File: src/rtl/move_scheduler_pkg.sv
// move_scheduler_pkg: shared opcodes, key codes and FSM state type for the move scheduler.
package move_scheduler_pkg;
  typedef enum logic [2:0] {
    OP_NONE  = 3'd0,
    OP_LEFT  = 3'd1,
    OP_RIGHT = 3'd2,
    OP_ROT   = 3'd3,
    OP_DOWN  = 3'd4,
    OP_LOCK  = 3'd5
  } op_t;
  typedef enum logic [1:0] {S_IDLE, S_ISSUE, S_WAIT, S_LOCK} state_t;
  localparam logic [7:0] KEY_LEFT  = 8'd97;
  localparam logic [7:0] KEY_RIGHT = 8'd100;
  localparam logic [7:0] KEY_ROT   = 8'd119;
  localparam logic [7:0] KEY_DOWN  = 8'd115;
  function automatic op_t key_op(input logic [7:0] code);
    return code == KEY_LEFT  ? OP_LEFT  :
           code == KEY_RIGHT ? OP_RIGHT :
           code == KEY_ROT   ? OP_ROT   :
           code == KEY_DOWN  ? OP_DOWN  : OP_NONE;
  endfunction
endpackage

File: src/rtl/move_scheduler_cmd_fifo.sv
// cmd_fifo: small command queue with drop-on-full push, guarded pop and synchronous flush.
module cmd_fifo #(
  parameter int DEPTH = 4,
  parameter int WIDTH = 3
) (
  input  logic             clk,
  input  logic             rst_n,
  input  logic             push,
  input  logic             pop,
  input  logic             flush,
  input  logic [WIDTH-1:0] din,
  output logic [WIDTH-1:0] dout,
  output logic             full,
  output logic             empty
);
  localparam int AW = $clog2(DEPTH);
  logic [WIDTH-1:0] mem [DEPTH];
  logic [AW:0] wp, rp;
  logic do_push, do_pop;
  assign empty   = wp == rp;
  assign full    = wp == {~rp[AW], rp[AW-1:0]};
  assign do_pop  = pop & ~empty;
  assign do_push = push & (~full | do_pop);
  assign dout    = mem[rp[AW-1:0]];
  always_ff @(posedge clk or negedge rst_n)
    if (!rst_n) begin
      wp <= '0;
      rp <= '0;
    end else if (flush) begin
      wp <= '0;
      rp <= '0;
    end else begin
      if (do_push) wp <= wp + (AW+1)'(1);
      if (do_pop) rp <= rp + (AW+1)'(1);
    end
  always_ff @(posedge clk)
    if (do_push && !flush) mem[wp[AW-1:0]] <= din;
endmodule

File: src/rtl/move_scheduler.sv
// move_scheduler: queues key moves and gravity ticks, issues them to the board engine one at a time.
module move_scheduler
  import move_scheduler_pkg::*;
#(
  parameter int FIFO_DEPTH  = 4,
  parameter int ACK_TIMEOUT = 16
) (
  input  logic       clk,
  input  logic       rst_n,
  input  logic       key_valid,
  input  logic [7:0] key_code,
  input  logic       tick,
  input  logic       halt,
  output logic       mv_req,
  output logic [2:0] mv_op,
  input  logic       mv_ack,
  input  logic       mv_ok,
  output logic [7:0] left_cnt,
  output logic [7:0] right_cnt,
  output logic [7:0] rot_cnt,
  output logic       err
);
  localparam int TW = $clog2(ACK_TIMEOUT) + 1;
  state_t state, state_d;
  op_t op, op_d;
  logic [TW-1:0] tmo, tmo_d;
  logic [2:0] fifo_dout;
  logic grav, grav_d, req_d, err_d, pop, flush, key_hit, fifo_full, fifo_empty, lock_go, done_ok;
  assign key_hit = key_valid && key_op(key_code) != OP_NONE;
  assign lock_go = state == S_WAIT && !mv_ok && op == OP_DOWN;
  assign done_ok = state == S_WAIT && mv_ack && mv_ok;
  assign mv_op   = op;
  cmd_fifo #(.DEPTH(FIFO_DEPTH), .WIDTH(3)) u_fifo (
    .clk(clk), .rst_n(rst_n), .push(key_hit && (!fifo_full || pop)), .pop(pop), .flush(flush),
    .din(key_op(key_code)), .dout(fifo_dout), .full(fifo_full), .empty(fifo_empty)
  );
  always_comb begin
    state_d = state;
    op_d    = op;
    req_d   = mv_req;
    tmo_d   = tmo;
    err_d   = err;
    grav_d  = grav | tick;
    pop     = 1'b0;
    flush   = 1'b0;
    case (state)
      S_IDLE:
        if (!halt && (grav || !fifo_empty)) begin
          state_d = S_ISSUE;
          req_d   = 1'b1;
          grav_d  = tick;
          op_d    = grav ? OP_DOWN : op_t'(fifo_dout);
          pop     = !grav;
        end
      S_ISSUE: begin
        state_d = S_WAIT;
        tmo_d   = '0;
      end
      S_WAIT, S_LOCK:
        // LOCK is entered with mv_req low so the engine sees a fresh request edge
        if (state == S_LOCK && !mv_req) begin
          req_d = 1'b1;
          tmo_d = '0;
        end else if (mv_ack) begin
          req_d   = 1'b0;
          flush   = state == S_LOCK;
          state_d = lock_go ? S_LOCK : S_IDLE;
          op_d    = lock_go ? OP_LOCK : op;
        end else if (tmo == TW'(ACK_TIMEOUT - 1)) begin
          err_d   = 1'b1;
          req_d   = 1'b0;
          state_d = S_IDLE;
        end else tmo_d = tmo + TW'(1);
    endcase
  end
  always_ff @(posedge clk or negedge rst_n)
    if (!rst_n) begin
      state     <= S_IDLE;
      op        <= OP_NONE;
      mv_req    <= 1'b0;
      tmo       <= '0;
      err       <= 1'b0;
      grav      <= 1'b0;
      left_cnt  <= '0;
      right_cnt <= '0;
      rot_cnt   <= '0;
    end else begin
      state  <= state_d;
      op     <= op_d;
      mv_req <= req_d;
      tmo    <= tmo_d;
      err    <= err_d;
      grav   <= grav_d;
      if (done_ok && op == OP_LEFT && left_cnt != 8'hff) left_cnt <= left_cnt + 8'd1;
      if (done_ok && op == OP_RIGHT && right_cnt != 8'hff) right_cnt <= right_cnt + 8'd1;
      if (done_ok && op == OP_ROT && rot_cnt != 8'hff) rot_cnt <= rot_cnt + 8'd1;
    end
endmodule

File: config.mk
export PLATFORM = sky130hd
export DESIGN_NAME = move_scheduler
export DESIGN_NICKNAME = d
export VERILOG_FILES = /design/src/rtl/move_scheduler_pkg.sv /design/src/rtl/move_scheduler_cmd_fifo.sv /design/src/rtl/move_scheduler.sv
export SDC_FILE = /design/constraint.sdc
export NUM_CORES = 1
export LEC_CHECK = 0
export ABC_AREA = 1
export BUFFER_PORTS_ARGS = -buffer_cell sky130_fd_sc_hd__buf_4
export CAP_MARGIN = 15
export CORE_MARGIN = 2
export CORE_UTILIZATION = 45
export CTS_BUF_LIST = sky130_fd_sc_hd__clkbuf_4 sky130_fd_sc_hd__clkbuf_8
export CTS_CLUSTER_SIZE = 14
export DETAILED_ROUTE_END_ITERATION = 10
export GPL_ROUTABILITY_DRIVEN = 0
export GPL_TIMING_DRIVEN = 0
export MAX_ROUTING_LAYER = met4
export SKIP_CTS_REPAIR_TIMING = 1
export SYNTH_ARGS = -nofsm -noshare
export SYNTH_HDL_FRONTEND = slang
export SYNTH_HIERARCHICAL = 1
export SYNTH_SLANG_ARGS = --single-unit
File: constraint.sdc
create_clock -name clk -period 3.6 [get_ports clk]
set_input_delay 0.18 -clock clk [delete_from_list [all_inputs] [get_ports clk]]
set_output_delay 0.18 -clock clk [all_outputs]
set_load 0.05 [all_outputs]
==> results.json, run 1 <==
{
  "synth_top_area_cell": "dfrtp_1",
  "fill_cells": 697,
  "syn_area_um2": 3280,
  "p_per_area_nw_per_um2": 460,
  "grt_antenna_before_repair": 0,
  "nNetsFinal": 510,
  "final_max_slew_viol_count": 0,
  "vias": 2808,
  "slew_headroom_pct": 63.0,
  "layout-drive-gt1-share_pct": 16.3,
  "layout_common_cells": "nand2_1 (172), inv_1 (54), dfrtp_1 (43), buf_4 (43), nor2_1 (40)",
  "syn_inst": 434,
  "r2r_end": "u_fifo/mem[1][0]",
  "max_freq_ghz": 0.433,
  "ys_seq_elements": 55,
  "min_path_type": "input pin to flip-flop",
  "clkTransAtPathRegs_ns": 0.09,
  "crit_path_end_kind": "flip-flop",
  "fin_tns_setup_ns": 0,
  "wirelength_um": 6340,
  "hpwl_um": 4730,
  "ys_async_sr_fraction_pct": 78.2,
  "yosysTopAreaCellShare_pct": 32.8,
  "synth_edf_count": 12,
  "ff2ff_path_depth": 12,
  "irDropWorstVdd_mv": 0.208,
  "layout_commonest_cell": "nand2_1",
  "crit_arrival_ns": 2.30,
  "period_needed_ns": 2.31,
  "gr-total-overflow": 0,
  "maxCapViolations": 0,
  "yosys-top-cells-area": "dfrtp_1 (33%), nand2_1 (20%), edfxtp_1 (11%)",
  "die_y_um": 89.4,
  "htreeDepth": 2,
  "min_to": "grav",
  "drtIter0Drc": 127,
  "syn_to_final_growth_pct": 18.1,
  "portBuffers": 43,
  "cts_made_buffers": 5,
  "die_w_um": 89.4,
  "root_buffer": "clkbuf_8",
  "firstDrtPassIters": 4,
  "path_class": "flip-flop to flip-flop",
  "drc_errors": 0,
  "power_mw": 1.78,
  "initial_core_util_pct": 45.7,
  "rsz0062_at_grt": "false",
  "routed_via_density": 4.80,
  "worst_pin_slew_ns": 0.555,
  "clkSinkCount": 55,
  "finalCritPeriodShare_pct": 64.2,
  "grt_first_pass_wirelength_um": 10700,
  "diodes": 0,
  "finalHoldViolCount": 0,
  "die_area_um2": 7990,
  "leakagePower_nw": 2.04,
  "fin_util_pct": 54.0,
  "synth-seq-area-share_pct": 43.8,
  "path_max_fanout": 5,
  "coreArea_um2": 7180,
  "grtUsageTotal_pct": 17.2,
  "cp-start-kind": "flip-flop",
  "syn_area_per_cell_um2": 7.56,
  "syn_nets": 459,
  "cts_buffer_depth": 2,
  "whs_path_depth": 2,
  "min_from": "tick",
  "setup_viol": 0,
  "reg2reg_slack_ns": 1.29,
  "ys_types": 32,
  "ys_warn_count": 6,
  "required_ns": 3.59,
  "grt_max_degree": 44,
  "outcome": "completed",
  "finClkSkew_ns": 0.0119,
  "hold_ws_ns": 0.0792,
  "rows": 31,
  "ios": 44,
  "synthFlopType": "dfrtp_1",
  "insertion_delay_ns": 0.31,
  "grt_pass1_vias": 2512,
  "worstReg2RegStart": "u_fifo/wp[0]",
  "antenna_left": 0,
  "wl_per_cell_um": 10.8,
  "cts_tree": "yes"
}
-- stage by stage --
| step | instances | cell area, um^2 | setup WS [ns] |
|---|---|---|---|
| 5_1_grt | 585 | 3870 | 1.02 |
| 2_1_floorplan | 434 | 3280 | 1.62 |
| 4_1_cts | 584 | 3860 | 1.27 |
| 3_5_place_dp | 576 | 3730 | 1.29 |
| 6_report | 585 | 3870 | 1.29 |
| 3_3_place_gp | 576 | 3730 | 1.30 |
-- critical path, stage by stage, from the launching register on --
cell,delay (ns)
dfrtp_1,0.43
inv_1,0.14
nand2_2,0.08
nand2_2,0.09
nand3_2,0.14
inv_1,0.07
inv_1,0.05
nand4_1,0.11
nand2_1,0.09
nand2_1,0.05
nor2_1,0.32
nand3_2,0.16
nor2_1,0.27
-- layer usage --
layer | vias up | part of all wire [%] | track usage [%] | wire length, um
li1 | 1462 | - | - | -
met1 | 1309 | 47 | 21.6 | 3000
met2 | 31 | 49 | 28.5 | 3080
met3 | 6 | 2.9 | 2.95 | 185
met4 | 0 | 1.2 | 4.75 | 73
met5 | - | 0 | - | 0
-- cell type report --
cell class,count,area (um^2),share of cell area [%]
multi-input cells,320,1600,41.3
flip-flops and latches,55,1440,37.1
plain buffers,3,27.5,0.710
inverters,56,218,5.62
repair buffers,44,333,8.59
well taps,99,124,3.20
clock buffers,6,76.3,1.97
clock inverters,2,60.1,1.55
-- sequential cells by signal (all words and copies together), names as in the netlist --
name / flops
u_fifo/rp: 3
mv_op: 3
tmo: 5
grav: 1
u_fifo/mem: 12
left_cnt: 8
mv_req: 1
u_fifo/wp: 3
right_cnt: 8
rot_cnt: 8
state: 2
err: 1
-- Yosys cell counts (all sizes together), types with 3 or more instances --
| library cell | n |
|---|---|
| o22ai | 4 |
| nand3b | 6 |
| buf | 3 |
| nand3 | 27 |
| nor2 | 44 |
| nor3 | 3 |
| dfrtp | 43 |
| edfxtp | 12 |
| xnor2 | 8 |
| o21ai | 16 |
| ha | 10 |
| inv | 56 |
| xor2 | 4 |
| nand4 | 11 |
| nand2 | 182 |
-- worst max path at each step --
stage,start,endpoint,slack [ns],cells past startpoint
after global routing,u_fifo/rp[2],u_fifo/mem[1][0],1.02,13
after floorplan,u_fifo/rp[0],u_fifo/mem[0][0],1.62,12
after CTS,u_fifo/wp[0],u_fifo/mem[1][0],1.27,12
final,u_fifo/wp[0],u_fifo/mem[1][0],1.29,12
after detailed placement,u_fifo/wp[0],u_fifo/mem[1][2],1.29,12
after global placement,u_fifo/wp[0],u_fifo/mem[3][1],1.30,12
-- cells by family (layout without fill, tap and decap cells) --
| family | Yosys count | in the layout | synth area share [%] |
|---|---|---|---|
| buf+inv | 59 | 111 | 7.47 |
| flops | 55 | 55 | 43.8 |
| xor+xnor | 12 | 12 | 3.43 |
| mux | 1 | 1 | 0.305 |
| simple gates | 274 | 274 | 37.3 |
| fa+ha+maj | 10 | 10 | 3.81 |
| compound gates | 23 | 23 | 3.89 |
-- report_power, final --
group / switching (mW) / total, mW / internal [mW]
Combinational: 0.361 / 0.533 / 0.172
Sequential: 0.0767 / 0.770 / 0.693
Clock: 0.193 / 0.478 / 0.285
Total: 0.631 / 1.78 / 1.15
Note: power is estimated with default switching activity, not from simulation.
==> run 2, diff against run 1 <==
--- a/config.mk
+++ b/config.mk
@@ -16,6 +16,7 @@
 export GPL_ROUTABILITY_DRIVEN = 0
 export GPL_TIMING_DRIVEN = 0
 export MAX_ROUTING_LAYER = met4
+export PLACE_DENSITY = 0.67
 export SKIP_CTS_REPAIR_TIMING = 1
 export SYNTH_ARGS = -nofsm -noshare
 export SYNTH_HDL_FRONTEND = slang
==> constraint.sdc (replaced) <==
create_clock -name clk -period 2.1 [get_ports clk]
set_input_delay 0.105 -clock clk [delete_from_list [all_inputs] [get_ports clk]]
set_output_delay 0.105 -clock clk [all_outputs]
set_load 0.05 [all_outputs]
==> run 2 against run 1 <==
Effect of this change:
- non-clock buffer count is 10 higher
- cell area grew 3.9%
- sequential share of layout area shrank 1.3 points
- count of clock-buffer cells in the layout did not move
- register-to-register slack got worse by 1.2 ns
- worst setup slack worse by 1.2 ns
- critical path depth shrank 2
- global-route usage is 0.11 points higher
- fmax grew 14%
- flip-flop and latch count unchanged
- total power rose by 74%
- largest cell class unchanged
- largest power group unchanged
==> results.json, run 2 (synthesis results as in run 1) <==
{
  "p_per_area_nw_per_um2": 768,
  "firstDrtPassIters": 4,
  "diodes": 0,
  "max_stage_delay_ns": 0.51,
  "clkSinkCount": 55,
  "htreeDepth": 2,
  "crit_chain": "xnor2_4 > nand3_4 > inv_1 > inv_1 > nand4_1 > nand2_1 > nand2_1 > nor2_4 > nand3_4 > nor2_4",
  "slew_headroom_pct": 62.5,
  "rows": 31,
  "antenna_left": 0,
  "stdcell_count": 595,
  "vias": 2844,
  "switchingPower_mw": 1.10,
  "wirelength_um": 6470,
  "cts_made_buffers": 5,
  "insertion_delay_ns": 0.31,
  "sw_frac_of_total_pct": 35.6,
  "layout_commonest_cell": "nand2_1",
  "cts_buffer_depth": 2,
  "pwr-share-clk_pct": 26.6,
  "min_path_type": "input pin to flip-flop",
  "grt_pass1_vias": 2473,
  "cts_tree": "yes",
  "initial_core_util_pct": 45.7,
  "worst_pin_slew_ns": 0.562,
  "finalCritPeriodShare_pct": 96.6,
  "maxCapViolations": 0,
  "portBuffers": 43,
  "layout-drive-gt1-share_pct": 20.2,
  "finalHoldViolCount": 0,
  "finClkSkew_ns": 0.0115,
  "dp_cells": 576,
  "path_class": "flip-flop to flip-flop",
  "fill_cells": 680,
  "max_freq_ghz": 0.493,
  "syn_to_final_growth_pct": 22.7,
  "worstSetupStartpoint": "u_fifo/rp[1]",
  "grt_max_degree": 44,
  "nNetsFinal": 520,
  "fin_util_pct": 56.1,
  "path_max_fanout": 7,
  "wl_met2_um": 3080,
  "die_area_um2": 7990,
  "drtIter0Drc": 176,
  "coreArea_um2": 7180,
  "slowest_stage": "dfrtp_2",
  "largest_reg_flops": 12,
  "ios": 44,
  "power.internal_mw": 1.99,
  "die_y_um": 89.4,
  "wl_per_cell_um": 10.9,
  "whs_path_depth": 2,
  "crit_path_end_kind": "flip-flop",
  "gr-total-overflow": 0,
  "die_w_um": 89.4,
  "layout_setup_ws_ns": 0.0721,
  "grt_antenna_before_repair": 0,
  "required_ns": 2.11,
  "final_max_slew_viol_count": 0,
  "hpwl_um": 4690,
  "crit_arrival_ns": 2.04,
  "ff2ff_path_depth": 10,
  "root_buffer": "clkbuf_8",
  "pwr-share-seq_pct": 42.9,
  "grtUsageTotal_pct": 17.3,
  "cp-start-kind": "flip-flop",
  "layout_common_cells": "nand2_1 (170), buf_4 (53), inv_1 (52)",
  "p_comb_share_pct": 30.5,
  "dr.max_layer_used": "met4",
  "worstReg2RegStart": "u_fifo/rp[1]",
  "routed_via_density": 4.78,
  "irDropWorstVdd_mv": 0.294,
  "leakagePower_nw": 2.09,
  "dpl_worst_slack_ns": -0.203,
  "power_mw": 3.09,
  "min_from": "tick",
  "clkTransAtPathRegs_ns": 0.10,
  "wl_met3_um": 244,
  "drt-met1-wl_um": 3040,
  "outcome": "completed",
  "setup_viol": 0,
  "drc_errors": 0,
  "grt_first_pass_wirelength_um": 10700,
  "period_needed_ns": 2.03
}
-- run 2: layer usage --
metal	up-vias	global-route usage, %
met5	-	-
met4	0	4.61
met3	10	3.23
met2	52	28.2
met1	1294	22.1
li1	1488	-
-- run 2: worst paths after layout --
| path | end | slack, ns |
|---|---|---|
| setup / recovery | u_fifo/mem[3][1] | 0.07 |
| hold / removal | grav | 0.005 |
| setup reg to reg | u_fifo/mem[3][1] | 0.07 |
| hold reg to reg | err | 0.50 |
| max in group asynchronous | u_fifo/wp[0] | 1.35 |
| min in group asynchronous | left_cnt[0] | 0.32 |
-- run 2: area by class of cell --
cell class | instances | area (um^2) | area share, %
multi-input cells | 320 | 1670 | 41.6
flip-flops and latches | 55 | 1440 | 35.7
repair buffers | 54 | 408 | 10.1
inverters | 56 | 218 | 5.41
well taps | 99 | 124 | 3.08
clock buffers | 6 | 76.3 | 1.90
clock inverters | 2 | 60.1 | 1.49
plain buffers | 3 | 27.5 | 0.684
-- run 2: worst max-delay path, delay by kind of cell (launching register included) --
family / cells / cell delay [ns]
xor gates and xnor gates: 1 / 0.20
buffers and inverters: 2 / 0.09
and+or+nand+nor: 7 / 0.92
DFF: 1 / 0.51
-- run 2: power by group through the flow --
stage	combinational (mW)	clock, mW	sequential (mW)
finish	0.944	0.824	1.33
global route	1.06	0.893	1.35
CTS	0.911	0.854	1.32
detailed placement	0.908	0	1.34
global placement	0.887	0	1.34
floorplan	0.528	0	1.47
-- run 2: through the flow --
step	TNS (ns)	hold WS [ns]	area (um^2)
2_1_floorplan	0	-0.191	3280
3_3_place_gp	-1.70	0.140	3730
3_5_place_dp	-1.99	0.143	3730
4_1_cts	-2.36	-0.207	3860
5_1_grt	-0.0801	0.00468	4030
6_report	0	0.00502	4030
==> run 3, diff against run 2 <==
--- a/config.mk
+++ b/config.mk
@@ -6,17 +6,17 @@
 export NUM_CORES = 1
 export LEC_CHECK = 0
 export ABC_AREA = 1
-export BUFFER_PORTS_ARGS = -buffer_cell sky130_fd_sc_hd__buf_4
 export CAP_MARGIN = 15
 export CORE_MARGIN = 2
 export CORE_UTILIZATION = 45
 export CTS_BUF_LIST = sky130_fd_sc_hd__clkbuf_4 sky130_fd_sc_hd__clkbuf_8
 export CTS_CLUSTER_SIZE = 14
 export DETAILED_ROUTE_END_ITERATION = 10
+export DONT_BUFFER_PORTS = 1
 export GPL_ROUTABILITY_DRIVEN = 0
 export GPL_TIMING_DRIVEN = 0
 export MAX_ROUTING_LAYER = met4
-export PLACE_DENSITY = 0.67
+export PLACE_DENSITY_LB_ADDON = 0.15
 export SKIP_CTS_REPAIR_TIMING = 1
 export SYNTH_ARGS = -nofsm -noshare
 export SYNTH_HDL_FRONTEND = slang
==> run 3 against run 2 <==
Effect of this change:
- via count fell by 5.9%
- clock skew fell by 0.0079 ns
- global-route usage fell by 0.32 points
- die area did not move
- flip-flop and latch count did not move
- non-clock buffer count fell by 41
- count of clock-buffer cells in the layout fell by 1
==> results.json, run 3 (synthesis results as in run 1) <==
{
  "pwr-share-clk_pct": 24.1,
  "switchingPower_mw": 1.09,
  "path_class": "flip-flop to flip-flop",
  "crit_path_end_kind": "flip-flop",
  "dp_cells": 533,
  "pwr-share-seq_pct": 51.7,
  "fin_tns_setup_ns": 0,
  "power_mw": 2.88,
  "grt_pass1_vias": 2474,
  "ff2ff_path_depth": 13,
  "layout_setup_ws_ns": 0.0977,
  "drc_errors": 0,
  "leakagePower_nw": 1.87,
  "gr-total-overflow": 0,
  "largest_reg_flops": 12,
  "reg2reg_slack_ns": 0.1,
  "max_freq_ghz": 0.499,
  "antenna_left": 0,
  "grtUsageTotal_pct": 16.9,
  "wirelength_um": 6350,
  "diodes": 0,
  "worstReg2RegStart": "u_fifo/rp[2]",
  "insertion_delay_ns": 0.30,
  "setup_viol": 0,
  "rows": 31,
  "layout_common_cells": "nand2_1 (168), inv_1 (52), dfrtp_1 (40)",
  "outcome": "completed",
  "power.internal_mw": 1.79,
  "layout-drive-gt1-share_pct": 12.7,
  "drtIter0Drc": 119,
  "cts_tree": "yes",
  "min_to": "tmo[0]",
  "vias": 2677,
  "die_area_um2": 7990,
  "initial_core_util_pct": 45.7,
  "wl_per_cell_um": 11.5,
  "grt_antenna_before_repair": 0,
  "maxCapViolations": 0,
  "dpl_worst_slack_ns": -0.237,
  "path_max_fanout": 5,
  "p_per_area_nw_per_um2": 773,
  "clkTransAtPathRegs_ns": 0.10,
  "htreeDepth": 2,
  "portBuffers": 0,
  "cp-start-kind": "flip-flop",
  "whs_path_depth": 2,
  "final_max_slew_viol_count": 0,
  "min_path_type": "input pin to flip-flop",
  "hpwl_um": 4590,
  "sw_frac_of_total_pct": 38.0,
  "placed_cell_area_um2": 3410,
  "finClkSkew_ns": 0.00358,
  "grt_first_pass_wirelength_um": 10500,
  "die_y_um": 89.4,
  "p_comb_share_pct": 24.2,
  "worst_pin_slew_ns": 0.634,
  "layout_commonest_cell": "nand2_1",
  "nNetsFinal": 479,
  "r2r_end": "u_fifo/mem[1][0]",
  "syn_to_final_growth_pct": 13.5,
  "grt_max_degree": 44,
  "hold_ws_ns": 0.0500,
  "slew_headroom_pct": 57.8,
  "finalHoldViolCount": 0,
  "cts_buffer_depth": 2,
  "stdcell_area_um2": 3720,
  "cts_made_buffers": 5,
  "stdcell_count": 554,
  "fin_util_pct": 51.9,
  "min_from": "mv_ack",
  "irDropWorstVdd_mv": 0.364,
  "firstDrtPassIters": 4,
  "coreArea_um2": 7180,
  "die_w_um": 89.4,
  "routed_via_density": 4.83,
  "crit_arrival_ns": 2.03,
  "ios": 44,
  "root_buffer": "clkbuf_8",
  "required_ns": 2.12,
  "clkSinkCount": 55,
  "finalCritPeriodShare_pct": 95.3,
  "period_needed_ns": 2.00
}
run 3: cell types whose count changed in the layout (fill, tap and decap cells not counted), moves of 2 or more:
cell	delta
buf_4	-45
nand2_1	-2
nand2_2	+2
dlygate4sd3_1	+3
run 3: worst max-delay path by stage:
stage	from	to
after global placement	u_fifo/wp[0]	u_fifo/mem[3][1]
after detailed placement	u_fifo/wp[0]	u_fifo/mem[1][0]
final	u_fifo/rp[2]	u_fifo/mem[1][0]
after global routing	u_fifo/wp[2]	u_fifo/mem[1][0]
after CTS	u_fifo/wp[0]	u_fifo/mem[1][0]
after floorplan	u_fifo/rp[0]	u_fifo/mem[0][0]
run 3: power groups by stage:
stage,Sequential (mW),Combinational (mW),Clock [mW]
floorplan,1.47,0.528,0
global placement,1.51,0.623,0
detailed placement,1.51,0.637,0
CTS,1.49,0.639,0.719
global route,1.51,0.805,0.760
finish,1.49,0.697,0.693
run 3: layout make-up:
class                           instances  area (um^2)
Buffer                                  3         27.5
Clock buffer                            5         68.8
Clock inverter                          3         38.8
Fill cell                             705         3450
Inverter                               56          218
Multi-Input combinational cell        320         1680
Sequential cell                        55         1440
Tap cell                               99          124
Timing Repair Buffer                   13          128
run 3: critical path: stages, from the launching register on:
cell and delay [ns]:
dfrtp_1 0.42, inv_1 0.07, nand2_1 0.05, nand2_2 0.09
inv_2 0.06, nand3_4 0.09, inv_1 0.06, inv_1 0.05
nand4_1 0.16, inv_2 0.13, inv_1 0.07, nand4_4 0.13
nand3_4 0.15, nor2_4 0.18
run 3: layer usage:
| layer | share of wire, % | vias to the layer above | global-route usage (%) |
|---|---|---|---|
| li1 | - | 1406 | - |
| met1 | 46 | 1227 | 20.2 |
| met2 | 49 | 38 | 29.2 |
| met3 | 3.4 | 6 | 3.14 |
| met4 | 1.0 | 0 | 4.88 |
| met5 | 0 | - | - |
